==> src/rtl/vga_capture_if.sv <==
// Video-input / captured-pixel bundle for vga_capture.
// FRAME_CRC is present only when VGA_CAPTURE_CRC_EN is defined.
interface vga_capture_if;
   logic        PCK_EN;
   logic        HS;
   logic        VS;
   logic [5:0]  R;
   logic [5:0]  G;
   logic [5:0]  B;
   logic        PIX_VALID;
   logic [9:0]  PIX_X;
   logic [9:0]  PIX_Y;
   logic [17:0] PIX_DATA;
   logic        LINE_END;
   logic        FRAME_END;
   logic        LOCKED;
   logic        ERR;
`ifdef VGA_CAPTURE_CRC_EN
   logic [15:0] FRAME_CRC;
`endif

   // Video source and pixel sink side.
   modport master (
      output PCK_EN, HS, VS, R, G, B,
      input  PIX_VALID, PIX_X, PIX_Y, PIX_DATA, LINE_END, FRAME_END, LOCKED, ERR
`ifdef VGA_CAPTURE_CRC_EN
      , input FRAME_CRC
`endif
   );

   modport slave (
      input  PCK_EN, HS, VS, R, G, B,
      output PIX_VALID, PIX_X, PIX_Y, PIX_DATA, LINE_END, FRAME_END, LOCKED, ERR
`ifdef VGA_CAPTURE_CRC_EN
      , output FRAME_CRC
`endif
   );
endinterface

==> src/rtl/vga_capture.sv <==
// VGA timing verifier and active-area pixel capture. Locks after one clean measured frame.
// Optional per-frame CRC-16-CCITT on FRAME_CRC when VGA_CAPTURE_CRC_EN is defined.
module vga_capture #(
   parameter int unsigned HTOTAL = 800,
   parameter int unsigned VTOTAL = 525,
   parameter int unsigned HSTART = 144,
   parameter int unsigned VSTART = 35,
   parameter int unsigned HWIDTH = 640,
   parameter int unsigned VWIDTH = 480
) (
   input logic          CLK,
   input logic          RST,
   vga_capture_if.slave vid
);

   localparam logic [1:0] ST_SEARCH  = 2'd0;
   localparam logic [1:0] ST_MEASURE = 2'd1;
   localparam logic [1:0] ST_LOCKED  = 2'd2;

   localparam logic [9:0] H_LAST  = 10'(HTOTAL - 1);
   localparam logic [9:0] V_LAST  = 10'(VTOTAL - 1);
   localparam logic [9:0] H_LO    = 10'(HSTART);
   localparam logic [9:0] H_END   = 10'(HSTART + HWIDTH - 1);
   localparam logic [9:0] V_LO    = 10'(VSTART);
   localparam logic [9:0] V_END   = 10'(VSTART + VWIDTH - 1);
   localparam logic [9:0] CNT_MAX = 10'h3FF;

   logic        hs_s, vs_s, hs_p, vs_p;
   logic [17:0] rgb_s;
   logic        stb_q;
   logic [9:0]  hc_q, hc_d, vc_q, vc_d;
   logic [1:0]  state_q, state_d;
   logic        line_bad_q, line_bad_d;
   logic        err_q, err_d;
   logic        locked_q;
   logic        pix_valid_q, line_end_q, frame_end_q;
   logic [9:0]  pix_x_q, pix_y_q;
   logic [17:0] pix_data_q;
   logic        hs_fall, vs_fall, h_bad, v_bad;
   logic        pix_hit, line_last, frame_last;

   // Counters and FSM advance one CLK after the strobe, once the sample is registered.
   always_comb begin
      hs_fall = stb_q & hs_p & ~hs_s;
      vs_fall = stb_q & vs_p & ~vs_s;
      h_bad   = hs_fall & (hc_q != H_LAST);
      v_bad   = vs_fall & (vc_q != V_LAST);

      hc_d = hc_q;
      if (stb_q) begin
         if (hs_fall)              hc_d = '0;
         else if (hc_q != CNT_MAX) hc_d = hc_q + 10'd1;
      end

      vc_d = vc_q;
      if (vs_fall)                          vc_d = '0;
      else if (hs_fall && vc_q != CNT_MAX)  vc_d = vc_q + 10'd1;
   end

   always_comb begin
      state_d    = state_q;
      line_bad_d = line_bad_q;
      err_d      = err_q;
      case (state_q)
         ST_SEARCH: begin
            if (vs_fall) begin
               state_d    = ST_MEASURE;
               line_bad_d = 1'b0;
            end
         end
         ST_MEASURE: begin
            if (h_bad) line_bad_d = 1'b1;
            if (vs_fall) begin
               if (!line_bad_q && !h_bad && !v_bad) state_d = ST_LOCKED;
               line_bad_d = 1'b0;
            end
         end
         ST_LOCKED: begin
            if (h_bad || v_bad) begin
               err_d   = 1'b1;
               state_d = ST_SEARCH;
            end
         end
         default: state_d = ST_SEARCH;
      endcase
   end

   // The strobe that drops lock produces no pixel.
   always_comb begin
      pix_hit    = stb_q && (state_q == ST_LOCKED) && (state_d == ST_LOCKED) &&
                   (hc_d >= H_LO) && (hc_d <= H_END) && (vc_d >= V_LO) && (vc_d <= V_END);
      line_last  = pix_hit && (hc_d == H_END);
      frame_last = line_last && (vc_d == V_END);
   end

   always_ff @(posedge CLK) begin
      if (RST) begin
         hs_s        <= 1'b1;
         vs_s        <= 1'b1;
         hs_p        <= 1'b1;
         vs_p        <= 1'b1;
         rgb_s       <= '0;
         stb_q       <= 1'b0;
         hc_q        <= '0;
         vc_q        <= '0;
         state_q     <= ST_SEARCH;
         line_bad_q  <= 1'b0;
         err_q       <= 1'b0;
         locked_q    <= 1'b0;
         pix_valid_q <= 1'b0;
         line_end_q  <= 1'b0;
         frame_end_q <= 1'b0;
         pix_x_q     <= '0;
         pix_y_q     <= '0;
         pix_data_q  <= '0;
      end else begin
         if (vid.PCK_EN) begin
            hs_s  <= vid.HS;
            vs_s  <= vid.VS;
            hs_p  <= hs_s;
            vs_p  <= vs_s;
            rgb_s <= {vid.R, vid.G, vid.B};
         end
         stb_q       <= vid.PCK_EN;
         hc_q        <= hc_d;
         vc_q        <= vc_d;
         state_q     <= state_d;
         line_bad_q  <= line_bad_d;
         err_q       <= err_d;
         locked_q    <= (state_d == ST_LOCKED);
         pix_valid_q <= pix_hit;
         line_end_q  <= line_last;
         frame_end_q <= frame_last;
         if (pix_hit) begin
            pix_x_q    <= hc_d - H_LO;
            pix_y_q    <= vc_d - V_LO;
            pix_data_q <= rgb_s;
         end
      end
   end

   assign vid.PIX_VALID = pix_valid_q;
   assign vid.PIX_X     = pix_x_q;
   assign vid.PIX_Y     = pix_y_q;
   assign vid.PIX_DATA  = pix_data_q;
   assign vid.LINE_END  = line_end_q;
   assign vid.FRAME_END = frame_end_q;
   assign vid.LOCKED    = locked_q;
   assign vid.ERR       = err_q;

`ifdef VGA_CAPTURE_CRC_EN
   logic [15:0] crc_q, crc_next, frame_crc_q;

   function automatic logic [15:0] crc_fold(input logic [15:0] seed, input logic [17:0] data);
      logic [15:0] c;
      logic        fb;
      c = seed;
      for (int i = 17; i >= 0; i--) begin
         fb = c[15] ^ data[i];
         c  = {c[14:0], 1'b0} ^ (fb ? 16'h1021 : 16'h0000);
      end
      return c;
   endfunction

   assign crc_next = crc_fold(crc_q, rgb_s);

   // Running CRC reseeds whenever unlocked so a partial frame never leaks into the next.
   always_ff @(posedge CLK) begin
      if (RST) begin
         crc_q       <= 16'hFFFF;
         frame_crc_q <= 16'h0000;
      end else if (state_q != ST_LOCKED) begin
         crc_q <= 16'hFFFF;
      end else if (pix_hit) begin
         if (frame_last) begin
            frame_crc_q <= crc_next;
            crc_q       <= 16'hFFFF;
         end else begin
            crc_q <= crc_next;
         end
      end
   end

   assign vid.FRAME_CRC = frame_crc_q;
`endif

endmodule

==> src/flat_wrapper.sv <==
// flat-port wrapper written by rule: the top's interface ports become plain ports
module vga_capture_flat 
#(
   parameter int unsigned HTOTAL = 800,
   parameter int unsigned VTOTAL = 525,
   parameter int unsigned HSTART = 144,
   parameter int unsigned VSTART = 35,
   parameter int unsigned HWIDTH = 640,
   parameter int unsigned VWIDTH = 480
)
  (CLK, RST, vid_PCK_EN, vid_HS, vid_VS, vid_R, vid_G, vid_B, vid_PIX_VALID, vid_PIX_X, vid_PIX_Y, vid_PIX_DATA, vid_LINE_END, vid_FRAME_END, vid_LOCKED, vid_ERR);
  vga_capture_if vid_i ();
  input logic CLK;
  input logic RST;
  input wire logic [$bits(vid_i.PCK_EN)-1:0] vid_PCK_EN;
  input wire logic [$bits(vid_i.HS)-1:0] vid_HS;
  input wire logic [$bits(vid_i.VS)-1:0] vid_VS;
  input wire logic [$bits(vid_i.R)-1:0] vid_R;
  input wire logic [$bits(vid_i.G)-1:0] vid_G;
  input wire logic [$bits(vid_i.B)-1:0] vid_B;
  output wire logic [$bits(vid_i.PIX_VALID)-1:0] vid_PIX_VALID;
  output wire logic [$bits(vid_i.PIX_X)-1:0] vid_PIX_X;
  output wire logic [$bits(vid_i.PIX_Y)-1:0] vid_PIX_Y;
  output wire logic [$bits(vid_i.PIX_DATA)-1:0] vid_PIX_DATA;
  output wire logic [$bits(vid_i.LINE_END)-1:0] vid_LINE_END;
  output wire logic [$bits(vid_i.FRAME_END)-1:0] vid_FRAME_END;
  output wire logic [$bits(vid_i.LOCKED)-1:0] vid_LOCKED;
  output wire logic [$bits(vid_i.ERR)-1:0] vid_ERR;
  assign vid_i.PCK_EN = vid_PCK_EN;
  assign vid_i.HS = vid_HS;
  assign vid_i.VS = vid_VS;
  assign vid_i.R = vid_R;
  assign vid_i.G = vid_G;
  assign vid_i.B = vid_B;
  assign vid_PIX_VALID = vid_i.PIX_VALID;
  assign vid_PIX_X = vid_i.PIX_X;
  assign vid_PIX_Y = vid_i.PIX_Y;
  assign vid_PIX_DATA = vid_i.PIX_DATA;
  assign vid_LINE_END = vid_i.LINE_END;
  assign vid_FRAME_END = vid_i.FRAME_END;
  assign vid_LOCKED = vid_i.LOCKED;
  assign vid_ERR = vid_i.ERR;
  vga_capture #(.HTOTAL(HTOTAL), .VTOTAL(VTOTAL), .HSTART(HSTART), .VSTART(VSTART), .HWIDTH(HWIDTH), .VWIDTH(VWIDTH)) u_core (.CLK(CLK), .RST(RST), .vid(vid_i));
endmodule
==> config.mk <==
export PLATFORM = sky130hd
export DESIGN_NAME = vga_capture_flat
export DESIGN_NICKNAME = d
export VERILOG_FILES = /design/src/rtl/vga_capture_if.sv /design/src/rtl/vga_capture.sv /design/src/flat_wrapper.sv
export SDC_FILE = /design/constraint.sdc
export NUM_CORES = 1
export LEC_CHECK = 0
export BUFFER_PORTS_ARGS = -buffer_cell sky130_fd_sc_hd__buf_2
export CAP_MARGIN = 20
export CORE_MARGIN = 2
export CORE_UTILIZATION = 51
export CTS_CLUSTER_SIZE = 10
export DETAILED_ROUTE_END_ITERATION = 10
export PLACE_DENSITY = 0.7
export SLEW_MARGIN = 10
export SYNTH_ARGS = -nofsm -noshare
export SYNTH_HDL_FRONTEND = slang
export SYNTH_SLANG_ARGS = --single-unit
==> constraint.sdc <==
create_clock -name CLK -period 6.89 [get_ports CLK]
set_input_delay 0.3445 -clock CLK [delete_from_list [all_inputs] [get_ports CLK]]
set_output_delay 0.3445 -clock CLK [all_outputs]
set_load 0.005 [all_outputs]
==> flow_summary_export.csv, run 1 <==
group,metric,value,unit
outcome,status,"finished, final reports clean",
min_path,min_to,"u_core.vs_s$_SDFFE_PP1P_",
yosys,synth_nets,520,
grt,antenna_found_initial,0,
cts,cts.sinks,89,
finish,final_common_cell,"dfxtp_1",
yosys,netlist_area,4318,um^2
placed_design,port_buffers,65,
finish,final_cells,642,
floorplanning,ios,66,
drt,dr_wl_met2,4.789,mm
placed_design,place_congestion,0.9488,
setup_path,cp_top_family,"compound AO/OA/AOI/OAI gates",
drt,dr_wl_met3,544,um
placed_design,dpl.cell_count,626,
power,ir_drop,0.1326,mV
drt,viasPerCell,5.863,
timing,period_minus_slack,4.034,ns
finish,final_core_util,58.31,%
finish,num-fill-cells,762,
grt,grtUsageTotal,22.93,%
cts,cts_buffer_depth,2,
yosys,synth_edf_count,0,
setup_path,crit_chain,"and3b_1, o31ai_4, mux2i_1, nor2_1, ha_1, a21oi_1, o21ai_1, a211oi_2, a2bb2oi_2, nor2_4, a211oi_1",
yosys,synth.top_cell.area_share,41.26,%
finish,final_cell_mix,"dfxtp_1, buf_2, nor2_1, a21oi_1, nand3_1",
drt,firstDrtPassIters,4,
finish,finalNetCount,562,
timing,fmax,247.9,MHz
setup_path,cp.buffers_inverters,0,
cts,clkLatencyLatePin,0.37,ns
setup_path,cp-end-kind,"register",
finish,design_area,4791,um^2
timing,worstMarginPinSlew,0.8990,ns
drt,num_vias,3764,
setup_path,path_class,"register to register",
cts,cts_buffers,9,
min_path,hp-class,"primary input to register",
cts,post_cts_buffers,0,
cts,ctsHtreeMaxLevel,3,
floorplanning,dieWidth,96.02,um
yosys,yosysWarnings,0,
timing,setup_viol,0,
placed_design,dpl-instance-area,4593,um^2
yosys,syn_area_per_cell,8.812,um^2
placed_design,dp_hpwl,7.281,mm
timing,maxSlewViolCount,0,
cts,tritoncts,"done",
grt,grt_pass1_vias,3247,
timing,rsz0062_at_grt,"no",
timing,worst_slack,2.856,ns
drt,met1Wirelength,4.919,mm
floorplanning,core_area,8217,um^2
yosys,synth_area_leaders,"dfxtp_1, mux2i_1, nor2_1",
cts,hold_buffers,0,
placed_design,dpl_worst_slack,2.899,ns
power,p_leak,1.893,nW
setup_path,r2r-start,"u_core.stb_q$_SDFF_PP0_",
yosys,synthFlopType,"dfxtp_1",
drt,drc,0,
timing,fin_skew,0.01324,ns
grt,grt_overflow,0,
drt,ant_nets,0,
setup_path,critPathSlowestCell,"a2bb2oi_2",
power,total_power,931.7,uW
setup_path,r2r_cells,11,
drt,wl_per_cell,16.25,um
min_path,worstHoldStart,"vid_VS",
timing,holdWs,0.1891,ns
setup_path,cpPeakStageDelay,0.71,ns
grt,grt_pass1_wl,16.38,mm
setup_path,cp_max_fo,23,
yosys,synth_top_area_cell,"dfxtp_1",
finish,diodes,0,
yosys,async_reset_ff_share,0,%
cts,cts_root_buf,"clkbuf_8",
floorplanning,die_h,96.02,um
setup_path,arrival,4.31,ns
min_path,holdPathStages,3,
floorplanning,dieArea,9219,um^2
cts,clk_pin_slew_worst_paths,0.10,ns
drt,wl,10.44,mm
grt,grt_max_degree,72,
timing,slew_headroom,40.02,%
finish,drive_gt1_share,19.93,%
setup_path,r2r_slack,2.86,ns
yosys,netlist-cell-type-count,65,
power,power_density,194.5,nW/um^2
finish,area_growth,10.95,%
yosys,synth_seq_cells,89,
setup_path,required,7.16,ns
timing,post-route-period-util,58.54,%
floorplanning,start_util,52.55,%
yosys,syn_inst,490,
drt,routed.top_layer,"met4",
job,max_cap_viol_count,0,
setup_path,r2r-end,"u_core.vid.PIX_X[5]$_SDFFE_PP0N_",
timing,final-hold-violation-count,0,
cts,cts-resized-gates,0,
timing,fin_setup_tns,0,ns
drt,drtIter0Drc,196,
setup_path,start_kind,"register",
floorplanning,rows,33,
yosys,ys_seq_area_share,41.26,%
worst max-delay path by stage:
stage / cells past startpoint / slack, ns / end / from
CTS: 11 / 2.89 / u_core.vid.PIX_X[5]$_SDFFE_PP0N_ / u_core.stb_q$_SDFF_PP0_
global route: 11 / 2.59 / u_core.vid.PIX_X[5]$_SDFFE_PP0N_ / u_core.stb_q$_SDFF_PP0_
global placement: 11 / 3.08 / u_core.vid.PIX_Y[0]$_SDFFE_PP0N_ / u_core.stb_q$_SDFF_PP0_
detailed placement: 11 / 2.90 / u_core.vid.PIX_X[5]$_SDFFE_PP0N_ / u_core.stb_q$_SDFF_PP0_
finish: 11 / 2.86 / u_core.vid.PIX_X[5]$_SDFFE_PP0N_ / u_core.stb_q$_SDFF_PP0_
floorplan: 13 / 3.95 / u_core.vid.PIX_Y[4]$_SDFFE_PP0N_ / u_core.vc_q[1]$_SDFF_PP0_
tightest hold or removal path: cells and delay by family:
kind                   cells  cell delay, ns
and+or+nand+nor            1            0.06
buffers and inverters      1            0.07
muxes                      1            0.05
Yosys cell counts (4+ instances only):
cell type	n
dfxtp_1	89
nor2_1	50
a21oi_1	37
nand3_1	36
o21ai_0	26
mux2i_1	25
nand2_1	22
clkbuf_1	14
nand4_1	13
nor3_1	11
inv_1	10
o21ai_1	10
a211oi_1	9
buf_2	8
xnor2_1	8
a31oi_1	7
ha_1	7
nor2b_1	7
xor2_1	7
and2_1	6
a211oi_2	5
a41oi_1	5
and3_1	5
and4_1	5
buf_4	5
buf_6	5
nor4_1	5
buf_1	4
or3_1	4
cells by family (layout without fill, tap and decap cells):
group,count (synthesis),count (layout),share of synthesized area (%)
buffers and inverters,47,94,5.650
AO/OA/AOI/OAI,125,125,19.76
XOR/XNOR,15,15,3.043
multiplexers,26,26,6.056
adder cells (fa/ha/maj),7,7,2.028
flip-flops,89,89,41.26
AND/OR/NAND/NOR,181,181,22.20
flip-flops by register name (all words and copies together) (netlist names), 2 cells and up:
name                 cells
u_core.state_q           2
u_core.vid.PIX_Y        10
u_core.rgb_s            18
u_core.vid.PIX_X        10
u_core.hc_q             10
u_core.vc_q             10
u_core.vid.PIX_DATA     18
cell type report:
type,instances,area [um^2],area share [%]
repair buffers,68,347.8,7.260
flip-flops and latches,89,1782,37.19
well taps,105,131.4,2.742
inverters,10,37.54,0.7835
clock buffers,9,123.9,2.586
multi-input cells,354,2295,47.90
clock inverters,7,73.82,1.541
power by group:
group / leakage [nW] / total, mW / switching, mW / internal, mW
Clock: 0.0942 / 0.358 / 0.216 / 0.142
Sequential: 0.722 / 0.531 / 0.00804 / 0.523
Combinational: 1.08 / 0.0429 / 0.0248 / 0.0181
routing by layer:
layer / vias to the layer above / track usage, %
met3: 16 / 4.229
met4: 0 / 8.929
li1: 1862 / -
met5: - / 0
met2: 118 / 33.74
met1: 1768 / 33.09
No activity file was read; power rests on OpenSTA's default activity.
==> run 2, diff against run 1 <==
==> constraint.sdc (replaced) <==
create_clock -name CLK -period 3.97 [get_ports CLK]
set_input_delay 0.1985 -clock CLK [delete_from_list [all_inputs] [get_ports CLK]]
set_output_delay 0.1985 -clock CLK [all_outputs]
set_load 0.005 [all_outputs]
==> run 2 against run 1 <==
  * First-iteration DRC count shrank 1.0%
  * Non-clock buffer count grew 8
  * Fmax grew 15%
  * Sequential share of layout area shrank 0.50 points
  * Critical endpoint is now u_core.vid.FRAME_END$_SDFF_PP0_
  * Setup slack lost 2.4 ns
  * Combinational power grew 81%
  * Critical path depth grew 3
  * Die area is the same
  * Sequential power grew 73%
  * Clock power grew 81%
  * Sequential cell count is the same
==> flow_summary_export.csv, run 2 (synthesis results as in run 1) <==
group,metric,value,unit
outcome,status,"finished, final reports clean",
job,max_cap_viol_count,0,
timing,fin_skew,0.01512,ns
grt,grt_max_degree,71,
timing,period_minus_slack,3.506,ns
drt,drc,0,
timing,slew_headroom,51.25,%
floorplanning,ios,66,
drt,num_vias,3855,
setup_path,arrival,3.81,ns
min_path,hp-class,"primary input to register",
timing,setup_viol,0,
floorplanning,die_h,96.02,um
timing,final-hold-violation-count,0,
setup_path,required,4.28,ns
timing,worst_slack,0.4639,ns
drt,drtIter0Drc,194,
drt,firstDrtPassIters,4,
cts,post_cts_buffers,0,
cts,tritoncts,"done",
cts,clk_pin_slew_worst_paths,0.09,ns
floorplanning,dieArea,9219,um^2
setup_path,path_class,"register to register",
finish,finalNetCount,570,
finish,diodes,0,
finish,design_area,4856,um^2
cts,cts_buffer_depth,2,
placed_design,dp_hpwl,7.560,mm
cts,cts_buffers,9,
power,p_leak,1.936,nW
cts,hold_buffers,0,
placed_design,place_congestion,0.9325,
setup_path,cp-end-kind,"register",
placed_design,port_buffers,65,
timing,maxSlewViolCount,0,
grt,grt_pass1_vias,3402,
floorplanning,dieWidth,96.02,um
timing,fmax,285.2,MHz
power,ir_drop,0.1901,mV
timing,worstMarginPinSlew,0.7313,ns
drt,wl,10.59,mm
cts,ctsHtreeMaxLevel,3,
timing,post-route-period-util,88.31,%
timing,fin_setup_tns,0,ns
drt,ant_nets,0,
cts,cts-resized-gates,0,
placed_design,dpl-instance-area,4653,um^2
cts,cts.sinks,89,
finish,final_cell_mix,"dfxtp_1, buf_2, nor2_1, a21oi_1, nand3_1",
cts,cts_root_buf,"clkbuf_8",
finish,drive_gt1_share,20.92,%
power,power_density,339.1,nW/um^2
drt,wl_per_cell,16.30,um
cts,clkLatencyLatePin,0.36,ns
placed_design,dpl.cell_count,634,
drt,viasPerCell,5.931,
setup_path,start_kind,"register",
finish,final_cells,650,
grt,antenna_found_initial,0,
floorplanning,rows,33,
floorplanning,core_area,8217,um^2
finish,area_growth,12.46,%
setup_path,cp_max_fo,22,
grt,grt_overflow,0,
power,total_power,1.647,mW
placed_design,dpl_worst_slack,0.5472,ns
finish,final_common_cell,"dfxtp_1",
grt,grt_pass1_wl,16.86,mm
timing,rsz0062_at_grt,"no",
floorplanning,start_util,52.55,%
grt,grtUsageTotal,23.40,%
## run 2: cell types whose count changed in the layout (fill, tap and decap cells not counted), sizes merged
cell and delta:
buf +8, bufinv +1, clkbuf +1, clkinv -1
clkinvlp -1
## run 2: area by class of cell
type	instances	area [um^2]
multi-input cells	354	2295
clock buffers	10	127.6
repair buffers	76	407.9
clock inverters	6	75.07
inverters	10	37.54
well taps	105	131.4
fillers	750	3361
flip-flops and latches	89	1782
## run 2: report_power, final
part | switching [mW] | internal (mW)
logic | 0.0452 | 0.0325
registers | 0.0126 | 0.907
clock network | 0.348 | 0.302
total | 0.405 | 1.24
## run 2: worst paths after layout
path | start | to | slack (ns) | cells after the start
min reg2reg | u_core.vid.PIX_X[3]$_SDFFE_PP0N_ | u_core.vid.PIX_X[3]$_SDFFE_PP0N_ | 0.45 | 2
max | u_core.hc_q[0]$_SDFF_PP0_ | u_core.vid.FRAME_END$_SDFF_PP0_ | 0.46 | 14
min | vid_HS | u_core.hs_s$_SDFFE_PP1P_ | 0.06 | 3
max reg2reg | u_core.hc_q[0]$_SDFF_PP0_ | u_core.vid.FRAME_END$_SDFF_PP0_ | 0.46 | 14
## run 2: metal layers
layer  GRT usage [%]  wire length [um]
met3           3.289               531
met1           31.76              4881
met4           8.333               114
met2           37.91              5066
met5               0                 0
## run 2: critical path: stages (launching register included)
cell	delay (ns)
dfxtp_1	0.52
ha_1	0.33
and4_1	0.29
o211ai_1	0.10
o21ai_0	0.11
nor2_1	0.11
inv_1	0.11
ha_1	0.19
o31ai_1	0.13
a31oi_1	0.26
o2111ai_1	0.24
or2b_1	0.32
buf_4	0.22
nor3_1	0.33
and3_1	0.20
## run 2: metrics by stage
stage	hold slack, ns	utilization, %
finish	0.05688	59.10
global route	0.06807	59.10
detailed placement	0.4178	56.63
CTS	0.04435	59.10
global placement	0.4146	56.63
floorplan	0.3275	-
